## src/rtl/debounce_edge_if.sv

```systemverilog
// Bundle between a raw level source and the debounce/edge stage.
// The master drives the raw level; the slave returns the clean level, pulses and rise count.
interface debounce_edge_if #(
  parameter int unsigned CNT_W = 8
);
  logic             d;
  logic             q;
  logic             rise;
  logic             fall;
  logic             busy;
  logic [CNT_W-1:0] rise_count;

  modport master (output d, input q, rise, fall, busy, rise_count);
  modport slave  (input d, output q, rise, fall, busy, rise_count);
endinterface

```

## src/rtl/debounce_edge.sv

```systemverilog
// Two-flop synchroniser followed by a four-state debounce FSM that produces a clean
// level, single-cycle rise/fall pulses and a wrapping rising-edge counter.
module debounce_edge #(
  parameter int unsigned STABLE_CYCLES = 4,
  parameter int unsigned CNT_W         = 8
) (
  input  logic             clk,
  input  logic             reset,
  debounce_edge_if.slave   bus
);

  typedef enum logic [1:0] {
    LOW        = 2'b00,
    CHECK_HIGH = 2'b01,
    HIGH       = 2'b10,
    CHECK_LOW  = 2'b11
  } state_t;

  localparam logic [CNT_W-1:0] CNT_ZERO = {CNT_W{1'b0}};
  localparam logic [CNT_W-1:0] CNT_ONE  = {{(CNT_W-1){1'b0}}, 1'b1};
  localparam logic [CNT_W-1:0] CNT_LAST = CNT_W'(STABLE_CYCLES - 1);

  logic             s1_r;
  logic             s2_r;
  state_t           state_r;
  state_t           state_s;
  logic [CNT_W-1:0] cnt_r;
  logic [CNT_W-1:0] cnt_s;
  logic             q_r;
  logic             q_s;
  logic             rise_r;
  logic             rise_s;
  logic             fall_r;
  logic             fall_s;
  logic             busy_r;
  logic             busy_s;
  logic [CNT_W-1:0] rise_count_r;
  logic [CNT_W-1:0] rise_count_s;

  // Synchroniser, state register and registered outputs.
  always_ff @(posedge clk) begin
    if (reset) begin
      s1_r         <= 1'b0;
      s2_r         <= 1'b0;
      state_r      <= LOW;
      cnt_r        <= CNT_ZERO;
      q_r          <= 1'b0;
      rise_r       <= 1'b0;
      fall_r       <= 1'b0;
      busy_r       <= 1'b0;
      rise_count_r <= CNT_ZERO;
    end else begin
      s1_r         <= bus.d;
      s2_r         <= s1_r;
      state_r      <= state_s;
      cnt_r        <= cnt_s;
      q_r          <= q_s;
      rise_r       <= rise_s;
      fall_r       <= fall_s;
      busy_r       <= busy_s;
      rise_count_r <= rise_count_s;
    end
  end

  // Next-state, stability count and pulse generation.
  always_comb begin
    state_s      = state_r;
    cnt_s        = CNT_ZERO;
    q_s          = q_r;
    rise_s       = 1'b0;
    fall_s       = 1'b0;
    rise_count_s = rise_count_r;
    case (state_r)
      LOW: begin
        if (s2_r) begin
          state_s = CHECK_HIGH;
          cnt_s   = CNT_ONE;
        end else begin
          state_s = LOW;
        end
      end
      CHECK_HIGH: begin
        if (!s2_r) begin
          state_s = LOW;
        end else if (cnt_r == CNT_LAST) begin
          state_s      = HIGH;
          q_s          = 1'b1;
          rise_s       = 1'b1;
          rise_count_s = rise_count_r + CNT_ONE;
        end else begin
          cnt_s = cnt_r + CNT_ONE;
        end
      end
      HIGH: begin
        if (!s2_r) begin
          state_s = CHECK_LOW;
          cnt_s   = CNT_ONE;
        end else begin
          state_s = HIGH;
        end
      end
      CHECK_LOW: begin
        if (s2_r) begin
          state_s = HIGH;
        end else if (cnt_r == CNT_LAST) begin
          state_s = LOW;
          q_s     = 1'b0;
          fall_s  = 1'b1;
        end else begin
          cnt_s = cnt_r + CNT_ONE;
        end
      end
      default: begin
        state_s = LOW;
        q_s     = 1'b0;
      end
    endcase
    // busy is registered alongside the state so it tracks state_r with no added latency
    busy_s = (state_s == CHECK_HIGH) || (state_s == CHECK_LOW);
  end

  assign bus.q          = q_r;
  assign bus.rise       = rise_r;
  assign bus.fall       = fall_r;
  assign bus.busy       = busy_r;
  assign bus.rise_count = rise_count_r;

endmodule

```

## src/flat_wrapper.sv

```systemverilog
// flat-port wrapper written by rule: the top's interface ports become plain ports
module debounce_edge_flat 
#(
  parameter int unsigned STABLE_CYCLES = 4,
  parameter int unsigned CNT_W         = 8
)
  (clk, reset, bus_d, bus_q, bus_rise, bus_fall, bus_busy, bus_rise_count);
  debounce_edge_if #(.CNT_W(CNT_W)) bus_i ();
  input  logic clk;
  input  logic reset;
  input wire logic [$bits(bus_i.d)-1:0] bus_d;
  output wire logic [$bits(bus_i.q)-1:0] bus_q;
  output wire logic [$bits(bus_i.rise)-1:0] bus_rise;
  output wire logic [$bits(bus_i.fall)-1:0] bus_fall;
  output wire logic [$bits(bus_i.busy)-1:0] bus_busy;
  output wire logic [$bits(bus_i.rise_count)-1:0] bus_rise_count;
  assign bus_i.d = bus_d;
  assign bus_q = bus_i.q;
  assign bus_rise = bus_i.rise;
  assign bus_fall = bus_i.fall;
  assign bus_busy = bus_i.busy;
  assign bus_rise_count = bus_i.rise_count;
  debounce_edge #(.STABLE_CYCLES(STABLE_CYCLES), .CNT_W(CNT_W)) u_core (.clk(clk), .reset(reset), .bus(bus_i));
endmodule
```

## config.mk

```make
export PLATFORM = sky130hd
export DESIGN_NAME = debounce_edge_flat
export DESIGN_NICKNAME = d
export VERILOG_FILES = /design/src/rtl/debounce_edge_if.sv /design/src/rtl/debounce_edge.sv /design/src/flat_wrapper.sv
export SDC_FILE = /design/constraint.sdc
export NUM_CORES = 1
export LEC_CHECK = 0
export CAP_MARGIN = 0
export CORE_ASPECT_RATIO = 0.6
export CORE_UTILIZATION = 34
export CTS_CLUSTER_DIAMETER = 50
export DETAILED_ROUTE_END_ITERATION = 10
export PLACE_DENSITY = 0.61
export SLEW_MARGIN = 20
export SYNTH_ARGS = -nofsm -noshare
export SYNTH_HDL_FRONTEND = slang
export SYNTH_SLANG_ARGS = --single-unit
```

## constraint.sdc

```tcl
create_clock -name clk -period 2.2 [get_ports clk]
set_clock_uncertainty 0.05 [all_clocks]
set_input_delay 0.66 -clock clk [delete_from_list [all_inputs] [get_ports clk]]
set_output_delay 0.66 -clock clk [all_outputs]
set_load 0.02 [all_outputs]
```

## Word-level counts from Yosys, hierarchy flattened

Cells that the tools add are included.

- Register bits after elaboration: 24
- Input port bits: 3
- Output and inout bits: 12

- Add/subtract/negate cells: 2
- Equality and inequality tests: 10
- Mux-type cells: 19
- Bitwise gates (word level): 3
- Reductions and logical operators: 7

Operators with widths:

| operator | number |
|---|---|
| 8-bit case mux with 4 select lines | 1 |
| 8-bit two-way mux | 3 |
| 8-bit by 1-bit adder with 8-bit output (second input constant) | 2 |
| 1-bit two-way mux | 9 |
| 8-bit by 2-bit equality test with 1-bit output (second input constant) | 1 |
| 2-bit two-way mux | 4 |
| 2-bit case mux with 4 select lines | 1 |
| 2-bit equality test (second input constant) | 3 |
| 2-bit by 1-bit != test with 1-bit output (second input constant) | 3 |
| 3-bit OR reduction | 2 |
| 5-bit AND reduction | 1 |
| 2-bit by 1-bit equality test with 1-bit output (second input constant) | 2 |
| 1-bit inverter | 3 |
| 3-bit AND reduction | 1 |
| 2-bit zero test | 1 |
| 2-bit != test (second input constant) | 1 |
| 1-bit case mux with 2 select lines | 1 |
| 2-bit nonzero test | 1 |
| 1-bit logical OR | 1 |

## Longest topological paths before layout

Gate-level depths: netlist (run 1).

- Depth in word-level cells: 6
- Gate-level depth with buffers: 6
- Depth with buffers taken out: 5

## Worst setup path before layout (run 1)

OpenSTA, ideal clock, no wires.

- Kind: reg-to-reg
- Start point: register u_core.cnt_r[0]
- End point: register u_core.rise_count_r[3], in the netlist u_core.bus.rise_count[3]
- Library setup time: 0.071 ns
- Arrival: 1.627 ns
- Data required time: 2.079 ns
- Setup slack: 0.453 ns
- Stages on the path, launching flop included: 7
- Buffers on the path: 1
- Period minus slack after synthesis: 1.747 ns
- Path through: dfxtp_1 > ha_1 > and4bb_2 > nand3_2 > buf_6 > or4_1 > a21oi_1

- Cells in the longest elaborated chain, start to end: 2

RTL lines:

| what | RTL line | source |
|---|---|---|
| start: declaration | debounce_edge.sv:27 | `logic [CNT_W-1:0] cnt_r;` |
| start signal: assignment | debounce_edge.sv:56 | `cnt_r <= cnt_s;` |
| 8-bit by 2-bit equality test with 1-bit output | debounce_edge.sv:85 | `end else if (cnt_r == CNT_LAST) begin` |
| 3-bit AND reduction (no source line) | n/a |  |
| end signal: assignment | debounce_edge.sv:61 | `rise_count_r <= rise_count_s;` |
| end: declaration | debounce_edge.sv:37 | `logic [CNT_W-1:0] rise_count_r;` |

No other way between the ends.
A chain may end at the register's enable or synchronous reset.

## Worst setup path after layout (run 1)

- Start point: register u_core.rise_count_r[3], in the netlist u_core.bus.rise_count[3]
- End point: output bus_rise_count[3]

RTL lines:

| what | RTL line | source |
|---|---|---|
| end: declaration | flat_wrapper.sv:16 | `output wire logic [$bits(bus_i.rise_count)-1:0] bus_rise_count;` |

No word-level cell between the ends.

==> summary.md, run 1 <==
| Metric | Value |
|---|---|
| Outcome | `complete, no violations` |
| Area growth from synthesis to layout | `23.6%` |
| Critical path buffer and inverter count | `1` |
| Highest achievable clock rate | `496 MHz` |
| Number of max-capacitance violations reported | `0` |
| Cell accounting for the most synthesized area | `sky130_fd_sc_hd__dfxtp_1` |
| Input/output buffers | `14` |
| Number of buffers added to fix hold violations after cts | `0` |
| Startpoint class of the critical path | `register` |
| FP Rows | `14` |
| Detailed placer's ending HPWL | `1330 um` |
| Final wirelength | `1790 um` |
| Fraction of power spent switching nets | `20.0%` |
| Clock network latency to the later pin of the worst-skew pair | `260 ps` |
| Final hold violations | `0` |
| TritonCTS clock tree | `done` |
| Clock buffer count from CTS | `3` |
| I/O pins | `15` |
| Delay contributed by the slowest stage of the critical path | `around 640 ps` |
| Placed standard-cell area | `between 1000 and 1500 um^2` |
| CP max stage cell | `sky130_fd_sc_hd__clkdlybuf4s50_1` |
| Initial antenna violation count | `0` |
| Detail Route Antenna Nets | `0` |
| Int Pwr | `0.562 mW` |
| Fraction of post-synthesis cell area in the top cell type by area | `48.2%` |
| Cell types occupying the most area after synthesis | `sky130_fd_sc_hd__dfxtp_1 (48%), sky130_fd_sc_hd__nor2_1 (4.7%), sky130_fd_sc_hd__xnor2_1 (3.7%), sky130_fd_sc_hd__xor2_1 (3.7%), sky130_fd_sc_hd__nand2_1 (3.5%)` |
| Count of TritonRoute iterations in the first routing pass | `4` |
| Cells along the critical path | `clkdlybuf4s50_1` |
| Share of total power in the clock network | `36.3%` |
| Worst EP required | `1490 ps` |
| Unrepaired setup endpoints after global routing | `false` |
| Post-synthesis cell type count | `29` |
| DR WL/cell | `11.9 um` |
| Die W | `70.4 um` |
| Effective utilization at floorplan | `37.1%` |
| Number of resized instances in the post-cts repair step | `0` |
| DR DRC count | `0` |
| Arrival time of the worst setup path | `about 1300 ps` |
| Post-CTS setup-driven buffer insertion count | `0` |
| Count of yosys warnings during synthesis | `0` |
| Psw | `0.140 mW` |
| Critical Path Fanout Max | `6` |
| Critical path type | `reg2out` |
| Setup slack after layout | `185 ps` |
| Iteration-0 DRC count of the detailed router | `32` |
| Nets | `between 100 and 150` |
| Fin Setup TNS | `0 ps` |
| Utilization of the core after routing | `roughly 46%` |
| H-tree depth reported by CTS | `1` |
| Fraction of the yosys area taken by sequential cells | `48.2%` |
| PnR Total Power | `0.702 mW` |
| Share of post-route cells with drive strength above 1 | `7.56%` |
| Overall Global Routing Usage | `13.5%` |
| Worst-margin pin slew | `352 ps` |
| Number of filler cells placed in the layout | `254` |
| Final weighted congestion of routability-driven global placement | `0.760` |
| Total setup violations reported at the end of the flow | `0` |
| Number of diodes | `0` |
| Die area | `3030 um^2` |
| Routed vias | `770` |
| CTS sink cnt | `23` |
| Final design area excluding fillers | `1180 um^2` |
| Wire length of the first global-routing pass | `around 3000 um` |
| Vertical extent of the die | `43.0 um` |
| Synth Net Count | `106` |
| Setup slack after placement | `~290 ps` |
| Pin count of the biggest net entering global routing | `15` |
| Gate family responsible for the most delay along the worst path | `buffers and inverters` |
| Max-slew violation count | `0` |
| Clock buffer depth | `2` |
| DR vias/cell | `just over 5` |
| Sequential share of power | `60.4%` |
| Number of instances in the synthesized netlist | `101` |
| Gr ovfl total | `0` |
| Worst hold path class | `reg2reg` |
| Clk root buf | `sky130_fd_sc_hd__clkbuf_8` |
| Total standard cell area after synthesis | `955 um^2` |
| Placeable core region | `2570 um^2` |
| Tmin final | `roughly 2000 ps` |
| IR Drop Worst-Case VDD | `0.204 mV` |
| Average size of a mapped cell | `9.45 um^2` |
| Clock slew at reported path FFs | `70 ps` |
| Max-Slew Margin vs Limit | `about three quarters` |
| Post-synthesis sequential element count | `23` |
| Vias in the first global route | `681` |
| Critical Path End Type | `output port` |
| Tcrit/Tclk final | `between 90% and 100%` |
| Areal power density over the cells | `595 nW/um^2` |
| Leakage | `between 0.4 and 0.5 nW` |
| Combinational share of power | `3.4%` |
placed cells by master, fill, tap and decap left out:
master	synthesis	routed
sky130_fd_sc_hd__nand2_1	9	9
sky130_fd_sc_hd__nand3_2	1	1
sky130_fd_sc_hd__and4_1	2	2
sky130_fd_sc_hd__xnor2_1	4	4
sky130_fd_sc_hd__ha_1	2	2
sky130_fd_sc_hd__o31ai_1	3	3
sky130_fd_sc_hd__nor2_1	12	12
sky130_fd_sc_hd__nor4_4	1	1
sky130_fd_sc_hd__or3_2	1	1
sky130_fd_sc_hd__inv_1	2	2
sky130_fd_sc_hd__clkbuf_8	0	3
sky130_fd_sc_hd__buf_4	0	2
sky130_fd_sc_hd__clkdlybuf4s50_1	0	14
sky130_fd_sc_hd__or3_1	1	1
sky130_fd_sc_hd__and3_1	1	1
sky130_fd_sc_hd__nand3_1	5	5
sky130_fd_sc_hd__o21ai_0	3	3
sky130_fd_sc_hd__dfxtp_1	23	23
sky130_fd_sc_hd__nor2b_1	4	4
sky130_fd_sc_hd__nand2b_1	3	3
sky130_fd_sc_hd__clkbuf_1	1	1
sky130_fd_sc_hd__a21oi_1	6	6
sky130_fd_sc_hd__nor3_1	1	1
sky130_fd_sc_hd__and4bb_2	1	1
sky130_fd_sc_hd__nand4_1	2	2
sky130_fd_sc_hd__mux2i_1	2	2
sky130_fd_sc_hd__a31oi_1	1	1
sky130_fd_sc_hd__a21boi_0	1	1
sky130_fd_sc_hd__or4_1	3	3
sky130_fd_sc_hd__xor2_1	4	4
sky130_fd_sc_hd__and2_1	1	1
registers in the layout, indices dropped and copies added, names as in the netlist:
signal,cells
u_core.bus.rise_count,8
u_core.cnt_r,8
u_core.bus.busy,1
u_core.bus.fall,1
u_core.bus.q,1
u_core.bus.rise,1
u_core.s1_r,1
u_core.s2_r,1
u_core.state_r,1
per-stage QoR:
step,cells,hold WS (ps)
floorplan,101,364
global placement,147,375
detailed placement,147,406
CTS,151,418
global route,151,432
finish,151,416
area by class of cell:
class,count,area [um^2],share of cell area (%)
inverters,2,7.51,0.636
flip-flops and latches,23,460,39.0
well taps,32,40.0,3.39
repair buffers,16,155,13.1
multi-input cells,74,472,40.0
clock buffers,4,45.0,3.82
routing by layer:
layer	vias up	share of wire [%]	routed length (um)	track usage (%)
li1	388	-	-	-
met1	366	53	943	17.2
met2	11	41	742	19.4
met3	5	4.2	76	5.70
met4	0	1.7	31	7.20
met5	-	0	0	0
synth_stat cells:
cell type / n
sky130_fd_sc_hd__nor4_4: 1
sky130_fd_sc_hd__or3_1: 1
sky130_fd_sc_hd__buf_6: 1
sky130_fd_sc_hd__o31ai_1: 3
sky130_fd_sc_hd__nor2_1: 12
sky130_fd_sc_hd__a21boi_0: 1
sky130_fd_sc_hd__xnor2_1: 4
sky130_fd_sc_hd__clkbuf_1: 1
sky130_fd_sc_hd__nand2b_1: 3
sky130_fd_sc_hd__or3_2: 1
sky130_fd_sc_hd__ha_1: 2
sky130_fd_sc_hd__a21oi_1: 6
sky130_fd_sc_hd__or4_1: 3
sky130_fd_sc_hd__a31oi_1: 1
sky130_fd_sc_hd__nand3_2: 1
sky130_fd_sc_hd__and2_1: 1
sky130_fd_sc_hd__dfxtp_1: 23
sky130_fd_sc_hd__nand3_1: 5
sky130_fd_sc_hd__nand4_1: 2
sky130_fd_sc_hd__xor2_1: 4
sky130_fd_sc_hd__mux2i_1: 2
sky130_fd_sc_hd__inv_1: 2
sky130_fd_sc_hd__and4bb_2: 1
sky130_fd_sc_hd__and4_1: 2
sky130_fd_sc_hd__nand2_1: 9
sky130_fd_sc_hd__nor3_1: 1
sky130_fd_sc_hd__o21ai_0: 3
sky130_fd_sc_hd__nor2b_1: 4
sky130_fd_sc_hd__and3_1: 1
cell families after synthesis:
family	synth area share [%]
XOR/XNOR	7.34
AO/OA/AOI/OAI	8.52
buffers and inverters	2.36
adder cells (fa/ha/maj)	2.62
flip-flops	48.2
AND/OR/NAND/NOR	28.8
multiplexers	2.10
final timing paths:
kind                                                from                        to  slack (ps)  depth (start not counted)
worst max-delay path            u_core.bus.rise_count[3]         bus_rise_count[3]         190                          1
worst min-delay path                         u_core.s1_r               u_core.s2_r         420                          1
worst max register to register           u_core.cnt_r[0]  u_core.bus.rise_count[5]         280                          5
worst min register to register               u_core.s1_r               u_core.s2_r         420                          1
power groups by stage:
stage	registers (mW)	logic (mW)	clock network, mW
detailed placement	0.433	0.0240	0
floorplan	0.435	0.00834	0
global route	0.424	0.0256	0.288
global placement	0.433	0.0237	0
CTS	0.424	0.0240	0.269
finish	0.424	0.0237	0.255
(Power assumes the default switching activity.)
==> inputs of run 2 (changes only) <==
--- a/config.mk
+++ b/config.mk
@@ -7,10 +7,10 @@
 export LEC_CHECK = 0
 export CAP_MARGIN = 0
 export CORE_ASPECT_RATIO = 0.6
-export CORE_UTILIZATION = 34
+export CORE_UTILIZATION = 30
 export CTS_CLUSTER_DIAMETER = 50
 export DETAILED_ROUTE_END_ITERATION = 10
-export PLACE_DENSITY = 0.61
+export PLACE_DENSITY = 0.56
 export SLEW_MARGIN = 20
 export SYNTH_ARGS = -nofsm -noshare
 export SYNTH_HDL_FRONTEND = slang
==> run 2 against run 1 <==
  * First-iteration DRC count down 22%
  * Die area up 13%
  * Highest routed layer unchanged
  * Critical endpoint is now bus_busy
  * Global-route usage down 1.7 points
==> summary.md, run 2 (synthesis gave the netlist of run 1 again) <==
| Metric | Value |
|---|---|
| Outcome | `complete, no violations` |
| Cells along the critical path | `clkdlybuf4s50_1` |
| TritonCTS clock tree | `done` |
| PnR Total Power | `0.701 mW (-0.16%)` |
| Number of max-capacitance violations reported | `0 (unchanged)` |
| Clock buffer depth | `2 (unchanged)` |
| Input/output buffers | `14 (unchanged)` |
| Startpoint class of the critical path | `register` |
| Worst-margin pin slew | `437 ps (+85.0 ps)` |
| Unrepaired setup endpoints after global routing | `false` |
| Worst hold path class | `reg2reg` |
| Leakage | `0.405 nW (-0.65%)` |
| Final weighted congestion of routability-driven global placement | `0.768 (+1.0%)` |
| Final wirelength | `1810 um (+0.89%)` |
| Clock buffer count from CTS | `3 (unchanged)` |
| Routed vias | `755 (-1.9%)` |
| Vertical extent of the die | `45.7 um (+6.2%)` |
| Most common library cell in the layout ignoring fill and taps | `sky130_fd_sc_hd__dfxtp_1` |
| Die area | `3420 um^2 (+13%)` |
| Count of TritonRoute iterations in the first routing pass | `4 (unchanged)` |
| Detail Route Antenna Nets | `0 (unchanged)` |
| Highest achievable clock rate | `494 MHz (-0.56%)` |
| Vias in the first global route | `615 (-9.7%)` |
| Tmin final | `2030 ps (+11.3 ps)` |
| Commonest cells after routing, fill and taps aside | `sky130_fd_sc_hd__dfxtp_1 (23), sky130_fd_sc_hd__clkdlybuf4s50_1 (14), sky130_fd_sc_hd__nor2_1 (12)` |
| Number of cells on the worst reg-to-reg path | `5 (unchanged)` |
| FP Rows | `15 (+1)` |
| Number of resized instances in the post-cts repair step | `0 (unchanged)` |
| DR WL/cell | `11.3 um (-4.8%)` |
| Gate family responsible for the most delay along the worst path | `buffers and inverters` |
| Total number of cells along the worst setup path | `1 (unchanged)` |
| Worst EP required | `1490 ps (about the same)` |
| Number of filler cells placed in the layout | `310 (+22%)` |
| Share of post-route cells with drive strength above 1 | `7.63% (+0.064 points)` |
| Critical path buffer and inverter count | `1 (unchanged)` |
| Max-slew violation count | `0 (unchanged)` |
| Delay contributed by the slowest stage of the critical path | `630 ps (about the same)` |
| Critical path type | `reg2out` |
| Clk root buf | `sky130_fd_sc_hd__clkbuf_8` |
| Number of buffers added to fix hold violations after cts | `0 (unchanged)` |
| Total setup violations reported at the end of the flow | `0 (unchanged)` |
| Area growth from synthesis to layout | `24.2%` |
| Tcrit/Tclk final | `92.1% (+0.52 points)` |
| Wire length of the first global-routing pass | `2860 um (-5.1%)` |
| Die W | `74.8 um (+6.3%)` |
| Placed standard-cell area | `1140 um^2 (+0.44%)` |
| Clock network latency to the later pin of the worst-skew pair | `260 ps (about the same)` |
| Arrival time of the worst setup path | `1320 ps (+20 ps)` |
| Final design area excluding fillers | `1190 um^2 (+0.53%)` |
| Initial antenna violation count | `0 (unchanged)` |
| Nets | `124 (-0.80%)` |
| Critical Path End Type | `output port` |
| IR Drop Worst-Case VDD | `0.387 mV (+90%)` |
| Post-CTS setup-driven buffer insertion count | `0 (unchanged)` |
| Number of cells in the design after placement | `156 (+6.1%)` |
| Overall Global Routing Usage | `11.8% (-1.7 points)` |
| Placeable core region | `2950 um^2 (+14%)` |
| Clock slew at reported path FFs | `80 ps (about the same)` |
| Final hold violations | `0 (unchanged)` |
| Areal power density over the cells | `591 nW/um^2 (-0.68%)` |
| Iteration-0 DRC count of the detailed router | `25 (-22%)` |
| Max-Slew Margin vs Limit | `70.9% (-5.5 points)` |
| Pin count of the biggest net entering global routing | `15 (unchanged)` |
| Fin Setup TNS | `0 ps (unchanged)` |
| DR vias/cell | `4.72 (-7.5%)` |
| CTS sink cnt | `23 (unchanged)` |
| Final Instance Count excl. Fillers | `160 (+6.0%)` |
| Number of diodes | `0 (unchanged)` |
| Effective utilization at floorplan | `32.4% (-4.7 points)` |
| CP max stage cell | `sky130_fd_sc_hd__clkdlybuf4s50_1` |
| H-tree depth reported by CTS | `1 (unchanged)` |
| DR DRC count | `0 (unchanged)` |
| Gr ovfl total | `0 (unchanged)` |
| Detailed placer's ending HPWL | `1360 um (+1.8%)` |
| Critical Path Fanout Max | `6 (unchanged)` |
| I/O pins | `15 (unchanged)` |
| Cell depth of the worst hold path | `1 (unchanged)` |
[run 2: cell count changes in the layout (fill, tap and decap cells not counted)]
cell and delta:
sky130_fd_sc_hd__clkinv_2 +1, sky130_fd_sc_hd__buf_4 -1, sky130_fd_sc_hd__clkbuf_1 -1
[run 2: where the power goes]
part           switching (mW)  internal [mW]
combinational          0.0112         0.0116
sequential            0.00340          0.420
clock                   0.128          0.126
total                   0.143          0.558
[run 2: final cells by class]
cell class / instances / area, um^2 / area share, %
multi-input cells: 74 / 472 / 39.8
flip-flops and latches: 23 / 460 / 38.8
repair buffers: 15 / 148 / 12.4
well taps: 42 / 52.6 / 4.43
clock buffers: 3 / 41.3 / 3.48
inverters: 2 / 7.51 / 0.633
clock inverters: 1 / 5.00 / 0.422
[run 2: worst paths after layout]
kind | startpoint | end | slack (ps)
worst min register to register | u_core.s1_r | u_core.s2_r | 400
worst max-delay path | u_core.bus.busy | bus_busy | 170
worst max register to register | u_core.cnt_r[0] | u_core.bus.rise_count[7] | 240
worst min-delay path | u_core.s1_r | u_core.s2_r | 400
[run 2: through the flow]
stage                     setup slack (ps)  utilization (%)  hold slack, ps
after global placement                 349             38.7             379
final                                  174             40.3             398
after CTS                              152             40.3             404
after global routing                  66.9             40.3             408
after floorplan                        453                -             364
after detailed placement               273             38.7             377
[run 2: routing by layer]
metal | GRT usage, % | vias to the layer above | wire [um] | share of wire (%)
met4 | 2.26 | 0 | 8 | 0.44
met2 | 16.9 | 8 | 725 | 40
met1 | 16.1 | 358 | 983 | 54
met5 | 0 | - | 0 | 0
li1 | - | 387 | - | -
met3 | 5.75 | 2 | 92 | 5.1
